**src/rtl/wash_timer_disp.sv**
```systemverilog
// Step countdown timer plus display/water-level encoder for the washer controller.
// Optional macro WASH_WATER_LINE_EN enables the water-level readout; otherwise it reads 0x00.
module wash_timer_disp (
    input  logic        clk_N,
    input  logic        rst,
    input  logic [3:0]  state,
    input  logic [2:0]  status_mode,
    input  logic [1:0]  status_weight,
    input  logic        light_running,
    output logic        timer_out,
    output logic [3:0]  timer_set,
    output logic [7:0]  water_line,
    output logic [31:0] display_out
);

    localparam logic [3:0] ST_PAUSE = 4'd11;

    // Duration of each controller step in ticks; untimed states return 0.
    function automatic logic [3:0] step_duration(input logic [3:0] st, input logic [1:0] w);
        logic [3:0] d;
        case (st)
            4'd1, 4'd3, 4'd5, 4'd7: d = 4'd3 + {2'b00, w};
            4'd2:                   d = 4'd9;
            4'd4:                   d = 4'd3;
            4'd6:                   d = 4'd6;
            4'd8:                   d = 4'd5;
            default:                d = 4'd0;
        endcase
        return d;
    endfunction

    logic [3:0] tracked_r;
    logic [3:0] count_r;
    logic       pulse_r;
    logic       reload_s;
    logic       count_en_s;

    // PAUSE is excluded so returning from it resumes the tracked step.
    assign reload_s   = (state != ST_PAUSE) && (state != tracked_r);
    assign count_en_s = (state != ST_PAUSE) && light_running && (count_r != 4'd0);

    // Step tracking, countdown and single-cycle expiry pulse.
    always_ff @(posedge clk_N) begin
        if (rst) begin
            tracked_r <= 4'd0;
            count_r   <= 4'd0;
            pulse_r   <= 1'b0;
        end else if (reload_s) begin
            tracked_r <= state;
            count_r   <= step_duration(state, status_weight);
            pulse_r   <= 1'b0;
        end else if (count_en_s) begin
            count_r   <= count_r - 4'd1;
            pulse_r   <= (count_r == 4'd1);
        end else begin
            pulse_r   <= 1'b0;
        end
    end

    assign timer_out = pulse_r;
    assign timer_set = count_r;

`ifdef WASH_WATER_LINE_EN
    logic [3:0] eff_state_s;

    // Water level for filling/soaking steps, held through PAUSE via the tracked step.
    always_comb begin
        eff_state_s = (state == ST_PAUSE) ? tracked_r : state;
        case (eff_state_s)
            4'd1, 4'd2, 4'd5, 4'd6: water_line = {({2'b00, status_weight} + 4'd2), 4'h0};
            default:                water_line = 8'h00;
        endcase
    end
`else
    assign water_line = 8'h00;
`endif

    assign display_out = {1'b0, status_mode, 2'b00, status_weight, state, 4'h0,
                          water_line, 4'h0, timer_set};

endmodule

```
**config.mk**
```make
export PLATFORM = sky130hd
export DESIGN_NAME = wash_timer_disp
export DESIGN_NICKNAME = d
export VERILOG_FILES = /design/src/rtl/wash_timer_disp.sv
export SDC_FILE = /design/constraint.sdc
export NUM_CORES = 1
export LEC_CHECK = 0
export ABC_AREA = 0
export ABC_CLOCK_PERIOD_IN_PS = 2240
export BUFFER_PORTS_ARGS = -buffer_cell sky130_fd_sc_hd__clkbuf_2
export CAP_MARGIN = 30
export CORE_MARGIN = 2
export CORE_UTILIZATION = 44
export DETAILED_ROUTE_END_ITERATION = 10
export PLACE_DENSITY = 0.79
export REMOVE_ABC_BUFFERS = 1
export SYNTH_ARGS = -nofsm -noshare
export SYNTH_HDL_FRONTEND = slang
export SYNTH_SLANG_ARGS = --single-unit
```
**constraint.sdc**
```tcl
create_clock -name clk_N -period 2.24 [get_ports clk_N]
set_input_delay 0.112 -clock clk_N [delete_from_list [all_inputs] [get_ports clk_N]]
set_output_delay 0.112 -clock clk_N [all_outputs]
set_load 0.01 [all_outputs]
```
=== Word-level counts from Yosys, hierarchy flattened ===
Cells that the tools add are included.

* Add/sub/neg operators: 2
* Multipliers: 0
* Div/mod/pow operators: 0
* $lt $le $gt $ge: 0
* Equal/unequal tests: 11
* Shift-type cells: 0
* Mux-type cells: 3
* Bitwise operators: 1
* Reduce and logical (&&, ||, !) cells: 7

{| class="wikitable"
|+ Operators with widths
! operator !! number
|-
| $pmux W4 S5 || 1
|-
| $eq A4 B3 Y1 const B || 4
|-
| $eq A4 B1 Y1 const B || 2
|-
| $eq A4 B2 Y1 const B || 2
|-
| $mux W4 || 2
|-
| $eq A4 B4 Y1 const B || 1
|-
| $ne A4 B4 Y1 || 1
|-
| $ne A4 B4 Y1 const B || 1
|-
| $reduce_bool A4 Y1 || 1
|-
| $reduce_or A4 Y1 || 1
|-
| $sub A4 B1 Y4 const B || 1
|-
| $add A2 B2 Y3 const A || 1
|-
| $logic_and A1 B1 Y1 || 3
|-
| $reduce_or A3 Y1 || 1
|-
| $reduce_bool A2 Y1 || 1
|-
| $not A1 Y1 || 1
|}

* Register bits after elaboration: 9
* Latch bits: 0
* Memory bits (writable): 0
* Memory bits (read-only): 0
* Input bits: 12
* Output and inout port bits: 45
* Logic and storage cells: 27
* Memories kept: 0

=== Logic depth before layout (Yosys ltp) ===
Gate-level depths: netlist (run 1).

* Word-level depth: 5
* Mapped depth: 6
* Depth with buffers taken out: 6

=== Least setup slack after synthesis (run 1) ===
No wires, ideal clock.

* Kind: reg2reg
* Start: register count_r[0], in the netlist timer_set[0]
* End: register count_r[0], in the netlist timer_set[0]
* Library setup time: 0.077 ns
* Arrival time: 1.689 ns
* Data required time: 2.163 ns
* Slack: 0.474 ns
* Stages on the path, launching flop included: 7
* Path buffers: 0
* Clock period less this slack: 1.766 ns
* Path through: dfxtp_1 > inv_1 > ha_1 > nor2b_1 > a21bo_2 > or4_4 > a41oi_2

* Word-level cells in the longest chain between the ends: 3
* Elaborated cells between the ends (all ways): 6
* Classes of those cells: add/sub: 1; mux: 2; reduce/logical: 3

{| class="wikitable"
|+ Ends and longest elaborated chain
! what !! RTL line !! text
|-
| start: declaration || 33 || <nowiki>logic [3:0] count_r;</nowiki>
|-
| start signal: assignment || 50 || <nowiki>count_r <= step_duration(state, status_weight);</nowiki>
|-
| start signal: assignment || 53 || <nowiki>count_r <= count_r - 4'd1;</nowiki>
|-
| $sub A4 B1 Y4 / $reduce_bool A4 Y1 (equally long branches) || 53, 40 ||
|-
| $mux W4 / $logic_and A1 B1 Y1 (equally long branches) || 52, 40 ||
|-
| $mux W4 / $reduce_bool A2 Y1 (equally long branches) || -- ||
|}

Parallel ways exist; a longest one is shown, timed or not. The select of a mux whose other input is x is not followed.
A chain may end at the register's enable or synchronous reset.

=== Final worst setup path (run 1) ===
Same ends and word-level chain as after synthesis.

==> flow_summary.ini, run 1 <==
[outcome]
status = finished, final reports clean

[synthesis]
syn_area_sq_um = 1030
ys_ff_latch = 9
synth.yosys.seq_area_share = 0.175
yosysTopAreaCell = buf_4
synthCells = 120
yosysUniqueCellTypes = 41
synth_flop_cell = dfxtp_1
synth_edf_count = 0
synth_area_leaders = buf_4 (30%), dfxtp_1 (17%), xnor2_4 (5.3%)
synth-async-reset-ratio = 0
synth_top_area_share = 0.299
yosys_warnings = 0
syn_avg_cell_area_sq_um = 8.58

[detailed_routing]
wire_per_inst_um = 10.3
firstDrtPassIters = 4
drtIter0Drc = 10
vias_per_cell = 4.87
ant_nets = 0
drc = 0
vias = 755
finalWirelength_mm = 1.59

[finish]
fin_nets = 143
layout_common_cells = conb_1 (27), clkbuf_2 (23), dfxtp_1 (9)
syn2layout_area_growth_pct = -6.08
postLayoutCellArea_sq_um = 967
final_common_cell = conb_1
post-route-util = 0.437
drive_gt1_frac = 0.283
diodes = 0

[placed_design]
dpl.hpwl_mm = 1.27
place_congestion = 0.786
place_area_sq_um = 941
io_buffers = 23

[timing]
report.final.slew_viol_count = 0
setup_tns_ns = 0
hold_violations = 0
setup_viol = 0
fin_skew_ns = 0.00616
period_share = 0.824
rsz0062_at_grt = false
finalCriticalPeriod_ns = 1.85
whs_ns = 0.164
fmax_ghz = 0.542

[worst_hold_path]
hold_path_class = in2reg
whs_path_depth = 2
hp-start = rst

[clock_tree]
cts_tree = yes
ctsResizeCount = 0
clockBufferDepth = 2
h-tree-depth = 1
clk_latency_ns = 0.26
cts_setup_buffers = 0
numCtsBuffers = 3
clk_pin_slew_worst_paths_ns = 0.06
ctsHoldBuffers = 0
cts_root_buf = clkbuf_4
clock-sinks = 9

[run]
drv_cap = 0

[setup_path]
endpoint_kind = flip-flop
crit_fanout = 8
path_class = reg2reg
crit_start = timer_set[0]
worstPathArrival_ns = 2.04
critPathLaunchType = flip-flop
required_ns = 2.44
reg2reg_depth = 6
r2r-start = timer_set[0]

[floorplanning]
die_h_um = 52.4
ios = 57
row_count = 17
dieArea_sq_um = 2740
core_area_sq_um = 2210
die_w_um = 52.4
initial_core_util = 0.465

[power_and_ir_drop]
ir_drop_mv = 0.231
p_leak_nw = 0.449
p_per_area_nw_per_um2 = 475

[grt]
grt_pass1_wl_mm = 2.54
grt.overflow.total = 0
grt.total_usage = 0.124
grt_start_max_net_pins = 14
antenna_found_initial = 0
grt_pass1_vias = 584
-- area by class of cell --
class / count / area [sq um]
clock buffer: 4 / 26.3
fill: 234 / 1240
inverter: 6 / 22.5
multi-input combinational: 85 / 588
sequential: 9 / 180
tap: 28 / 35.0
timing repair buffer: 23 / 115
-- worst max-delay path: stages (launching register included) --
cell and delay (ns):
dfxtp_1 0.46, inv_1 0.09, ha_1 0.24, nor2b_1 0.16, a21bo_2 0.25, or4_4 0.42, a41oi_2 0.16
-- through the flow --
| step | setup slack [ns] | power, W | cells |
|---|---|---|---|
| after floorplan | 0.409 | 0.000282 | 100 |
| after global placement | 0.500 | 0.000330 | 151 |
| after detailed placement | 0.418 | 0.000335 | 151 |
| after CTS | 0.402 | 0.000467 | 155 |
| after global routing | 0.287 | 0.000496 | 155 |
| final | 0.394 | 0.000460 | 155 |
-- layer usage --
layer	up-vias	routed length (um)	track usage
met5	-	0	0
met4	0	35	0.0769
met3	4	143	0.0171
met2	42	788	0.213
met1	351	622	0.143
li1	358	-	-
-- kinds of logic (layout without fill, tap and decap cells) --
logic type	count (synthesis)	in the layout	share of synthesized area
buf+inv	52	33	0.349
compound gates	15	15	0.114
flops	9	9	0.175
xor+xnor	5	5	0.0936
simple gates	35	35	0.228
other cells	1	27	0.00364
fa+ha+maj	3	3	0.0365
-- report_power, final --
group	internal, W	switching, W
Clock	0.0000688	0.0000590
Sequential	0.000170	0.0000129
Combinational	0.0000596	0.0000895
Total	0.000298	0.000161
-- synthesized netlist by cell type (2+ instances only) --
master	instances
a21oi_1	4
buf_2	2
buf_4	41
dfxtp_1	9
ha_1	3
inv_1	6
nand2_1	5
nand3_1	3
nand4_1	2
nand4b_1	2
nor2_1	6
nor2b_1	2
nor3b_1	3
o21ai_0	2
or4_1	2
xnor2_2	2
xnor2_4	2
-- final timing paths --
check	endpoint	slack, ns
max	timer_set[0]	0.39
min	timer_set[0]	0.16
max reg2reg	timer_set[0]	0.39
min reg2reg	tracked_r[3]	0.53
-- state kept, by name, indices dropped and copies added, names as in the netlist --
register / cells
timer_set: 4
timer_out: 1
tracked_r: 4
No activity file was read; power rests on OpenSTA's default activity.
==> run 2: changes to the inputs <==
--- a/config.mk
+++ b/config.mk
@@ -6,13 +6,13 @@
 export NUM_CORES = 1
 export LEC_CHECK = 0
 export ABC_AREA = 0
-export ABC_CLOCK_PERIOD_IN_PS = 2240
+export ABC_CLOCK_PERIOD_IN_PS = 1500
 export BUFFER_PORTS_ARGS = -buffer_cell sky130_fd_sc_hd__clkbuf_2
 export CAP_MARGIN = 30
 export CORE_MARGIN = 2
-export CORE_UTILIZATION = 44
+export CORE_UTILIZATION = 40
 export DETAILED_ROUTE_END_ITERATION = 10
-export PLACE_DENSITY = 0.79
+export PLACE_DENSITY = 0.76
 export REMOVE_ABC_BUFFERS = 1
 export SYNTH_ARGS = -nofsm -noshare
 export SYNTH_HDL_FRONTEND = slang
==> constraint.sdc (replaced) <==
create_clock -name clk_N -period 1.5 [get_ports clk_N]
set_input_delay 0.075 -clock clk_N [delete_from_list [all_inputs] [get_ports clk_N]]
set_output_delay 0.075 -clock clk_N [all_outputs]
set_load 0.01 [all_outputs]
==> run 2 against run 1 <==
Against the previous run: core utilization rose by 0.37 points; die area up 9.2%; largest power group is now combinational logic; the flow now finishes with violations (setup timing); clock skew fell by 0.0055 ns; worst setup slack worse by 0.42 ns; final area is 12% higher; critical path type unchanged; register-to-register slack got worse by 0.42 ns; routed wire length increased by 19%; hold slack got worse by 0.040 ns.
==> flow_summary.ini, run 2 (synthesis gave the netlist of run 1 again) <==
[setup_path]
endpoint_kind = flip-flop
path_buf_inv = 1
path_cells = inv_2, ha_4, nor2b_4, or4_4, a21oi_2, o221a_1
cpMaxStageDelayCell = or4_4
required_ns = 1.71
crit_fanout = 3
path_depth = 6
crit_family = simple AND/OR/NAND/NOR gates
path_class = reg2reg
reg2reg_depth = 6
critPathLaunchType = flip-flop
max_stage_delay_ns = 0.47
worstPathArrival_ns = 1.73

[floorplanning]
die_h_um = 54.7
die_w_um = 54.7
core_area_sq_um = 2450
dieArea_sq_um = 3000
row_count = 18
ios = 57
initial_core_util = 0.419

[grt]
grt.overflow.total = 0
grt-busiest-layer = met2
use_met1 = 0.150
met2_usage = 0.202
grt_util_met3 = 0.0273
grt_start_max_net_pins = 11
grt_pass1_wl_mm = 2.68
grt.total_usage = 0.127
grt_pass1_vias = 643
antenna_found_initial = 0

[timing]
setup_slack_ns = -0.0215
hold_violations = 0
period_share = 1.01
setup_viol = 2
fmax_ghz = 0.657
rsz0062_at_grt = true
setup_tns_ns = -0.0422
fin_skew_ns = 0.000628
finalCriticalPeriod_ns = 1.52
report.final.slew_viol_count = 0

[finish]
post-route-util = 0.441
layout_common_cells = conb_1 (27), clkbuf_2 (23), buf_4 (11)
final_common_cell = conb_1
fin_nets = 154
instances_no_fill = 168
diodes = 0
syn2layout_area_growth_pct = 5.10
drive_gt1_frac = 0.399
fillers = 236

[clock_tree]
cts_tree = yes
cts_root_buf = clkbuf_4
h-tree-depth = 1
clock-sinks = 9
numCtsBuffers = 3
clk_pin_slew_worst_paths_ns = 0.06
clockBufferDepth = 2
clk_latency_ns = 0.26

[detailed_routing]
drtIter0Drc = 15
ant_nets = 0
firstDrtPassIters = 4
drc = 0
vias = 804
finalWirelength_mm = 1.89
vias_per_cell = 4.79
wire_per_inst_um = 11.3

[run]
drv_cap = 0

[worst_hold_path]
whs_path_depth = 2
hold_path_class = in2reg

[power_and_ir_drop]
p_leak_nw = 0.512
p_per_area_nw_per_um2 = 693
ir_drop_mv = 0.321
p_total_w = 0.000750

[placed_design]
place_ws_ns = -0.113
io_buffers = 23
placed_cells = 162
dpl.hpwl_mm = 1.44
place_congestion = 0.746

[outcome]
violations = setup timing
status = finished with violations
==> run 2: cell types whose count changed in the layout (fill, tap and decap cells not counted), moves of 2 or more <==
cell / previous run / this run
dfxtp_1: 9 / 7
buf_4: 0 / 11
dfxtp_2: 0 / 2
inv_2: 0 / 2
inv_1: 6 / 4
==> run 2: worst register-to-register path, cell delays in order, from the launching register on <==
cell and delay [ns]:
dfxtp_2 0.34, inv_2 0.05, ha_4 0.15, nor2b_4 0.13, or4_4 0.48, a21oi_2 0.15
o221a_1 0.19
==> run 2: final timing paths <==
path                     start            to  slack, ns
setup / recovery  timer_set[0]  timer_set[3]      -0.02
hold / removal             rst  timer_set[0]       0.12
setup reg to reg  timer_set[0]  timer_set[3]      -0.02
hold reg to reg   tracked_r[3]  tracked_r[3]       0.54
==> run 2: final cells by class <==
cell class / instances / area [sq um] / share of cell area
clock buffers: 4 / 26.3 / 0.0243
inverters: 6 / 22.5 / 0.0208
multi-input cells: 85 / 616 / 0.569
flip-flops and latches: 9 / 183 / 0.169
well taps: 30 / 37.5 / 0.0347
repair buffers: 34 / 198 / 0.183
==> run 2: through the flow <==
step	hold WS [ns]	area, sq um
floorplan	0.138	791
global placement	0.150	1010
detailed placement	0.150	1010
CTS	0.122	1080
global route	0.140	1080
finish	0.124	1080
==> run 2: per-layer routing <==
metal / vias to the layer above / wire length (um)
met3: 8 / 185
met4: 0 / 70
met5: - / 0
met1: 361 / 736
met2: 55 / 902
li1: 380 / -
==> run 2: report_power, final <==
part,switching (W),internal (W),total (W)
clock network,0.0000925,0.000103,0.000196
logic,0.000157,0.000129,0.000286
registers,0.0000144,0.000255,0.000269
total,0.000264,0.000486,0.000750
==> run 2: timing repair <==
action | CTS | global route
pin swaps | 5 | 3
gates cloned | 0 | 0
hold buffers | 0 | 0
gates resized for setup | 9 | 1
setup endpoints to repair | 3 | 2
setup buffers | 2 | 0
==> run 3: changes to the inputs <==
--- a/config.mk
+++ b/config.mk
@@ -10,9 +10,10 @@
 export BUFFER_PORTS_ARGS = -buffer_cell sky130_fd_sc_hd__clkbuf_2
 export CAP_MARGIN = 30
 export CORE_MARGIN = 2
-export CORE_UTILIZATION = 40
+export CORE_UTILIZATION = 41
+export CTS_BUF_LIST = sky130_fd_sc_hd__clkbuf_4
 export DETAILED_ROUTE_END_ITERATION = 10
-export PLACE_DENSITY = 0.76
+export PLACE_DENSITY = 0.78
 export REMOVE_ABC_BUFFERS = 1
 export SYNTH_ARGS = -nofsm -noshare
 export SYNTH_HDL_FRONTEND = slang
==> run 3 against run 2 <==
Against the previous run: the run still ends with setup timing left; final cell count decreased by 0.60%; final area is 0.23% lower; critical path depth unchanged; sequential share of layout area about the same; combinational power decreased by 2%; register-to-register slack hardly changed; clock-buffer cell count did not move; power rose by 1.1%; maximum frequency shrank 0.59%.
==> flow_summary.ini, run 3 (synthesis gave the netlist of run 1 again) <==
[outcome]
status = finished with violations
violations = setup timing

[timing]
setup_viol = 2
setup_slack_ns = -0.0305
period_share = 1.02
fin_skew_ns = 0.00356
fmax_ghz = 0.653
report.final.slew_viol_count = 0
rsz0062_at_grt = true
finalCriticalPeriod_ns = 1.53
hold_violations = 0
setup_tns_ns = -0.0389

[power_and_ir_drop]
p_total_w = 0.000759
ir_drop_mv = 0.436
p_leak_nw = 0.511
p_per_area_nw_per_um2 = 703

[grt]
grt_pass1_vias = 670
grt_pass1_wl_mm = 2.87
grt.total_usage = 0.136
grt_start_max_net_pins = 11
antenna_found_initial = 0
grt.overflow.total = 0

[clock_tree]
clockBufferDepth = 2
cts_root_buf = clkbuf_4
clk_pin_slew_worst_paths_ns = 0.06
cts_tree = yes
ctsHoldBuffers = 0
numCtsBuffers = 3
h-tree-depth = 1
clock-sinks = 9
clk_latency_ns = 0.26

[finish]
syn2layout_area_growth_pct = 4.86
layout_common_cells = conb_1 (27), clkbuf_2 (23), buf_4 (10)
final_common_cell = conb_1
diodes = 0
fillers = 246
drive_gt1_frac = 0.409
fin_nets = 153
register_area_sq_um = 183
multiInputGateArea_sq_um = 617

[detailed_routing]
finalWirelength_mm = 1.81
drtIter0Drc = 29
drc = 0
firstDrtPassIters = 4
vias_per_cell = 4.76
wire_per_inst_um = 10.8
vias = 795
ant_nets = 0

[floorplanning]
die_w_um = 54.1
die_h_um = 54.1
initial_core_util = 0.423
row_count = 18
core_area_sq_um = 2430
ios = 57
dieArea_sq_um = 2930

[setup_path]
cpMaxStageDelayCell = or4_4
critPathLaunchType = flip-flop
required_ns = 1.68
worstPathArrival_ns = 1.71
crit_fanout = 3
path_class = reg2reg
crit_start = timer_set[0]
path_cells = inv_2, ha_4, nor2b_4, a21bo_2, or4_4, a41oi_2
max_stage_delay_ns = 0.43
crit_family = simple AND/OR/NAND/NOR gates
endpoint_kind = flip-flop
r2r-start = timer_set[0]
path_buf_inv = 1

[run]
drv_cap = 0

[placed_design]
io_buffers = 23
place_ws_ns = -0.148
dpl.hpwl_mm = 1.43
place_congestion = 0.806

[worst_hold_path]
hold_path_class = in2reg
hp-start = rst
-- run 3: cell count changes in the layout (fill, tap and decap cells not counted) --
cell / previous run / this run
clkbuf_4: 3 / 4
and4_1: 1 / 0
buf_4: 11 / 10
and4_2: 0 / 1
clkbuf_1: 1 / 0
-- run 3: power by group --
group / leakage, nW / internal, W / switching (W)
Sequential: 0.0750 / 0.000255 / 0.0000150
Clock: 0.0184 / 0.000121 / 0.0000882
Combinational: 0.418 / 0.000126 / 0.000154
Total: 0.511 / 0.000502 / 0.000257
-- run 3: final timing paths --
path	end	slack (ns)	cells past startpoint
setup / recovery	timer_set[0]	-0.03	6
hold / removal	timer_set[0]	0.13	2
setup reg to reg	timer_set[0]	-0.03	6
hold reg to reg	tracked_r[3]	0.53	2
-- run 3: cell type report --
type	instances	share of cell area
clock buffers	4	0.0278
inverters	6	0.0209
multi-input cells	85	0.571
flip-flops and latches	9	0.169
well taps	30	0.0348
repair buffers	33	0.176
-- run 3: what timing repair did --
action                                  CTS  global route
gates resized for setup                  10             1
endpoints found under the setup margin    3             3
pin swaps                                 3             0
buffers inserted                          1             0
gates cloned                              0             0
-- run 3: metrics by stage --
step,hold slack [ns],std cells,cell area [sq um],utilization
finish,0.132,167,1080,0.444
global route,0.130,167,1080,0.444
CTS,0.119,167,1080,0.443
detailed placement,0.150,162,1010,0.416
global placement,0.150,162,1010,0.416
floorplan,0.138,100,791,-
-- run 3: per-layer routing --
metal  track usage  wire length [um]  up-vias
met4        0.0750                50        0
met5             0                 0        -
li1              -                 -      382
met2         0.238               878       47
met1         0.153               726      359
met3        0.0278               152        7
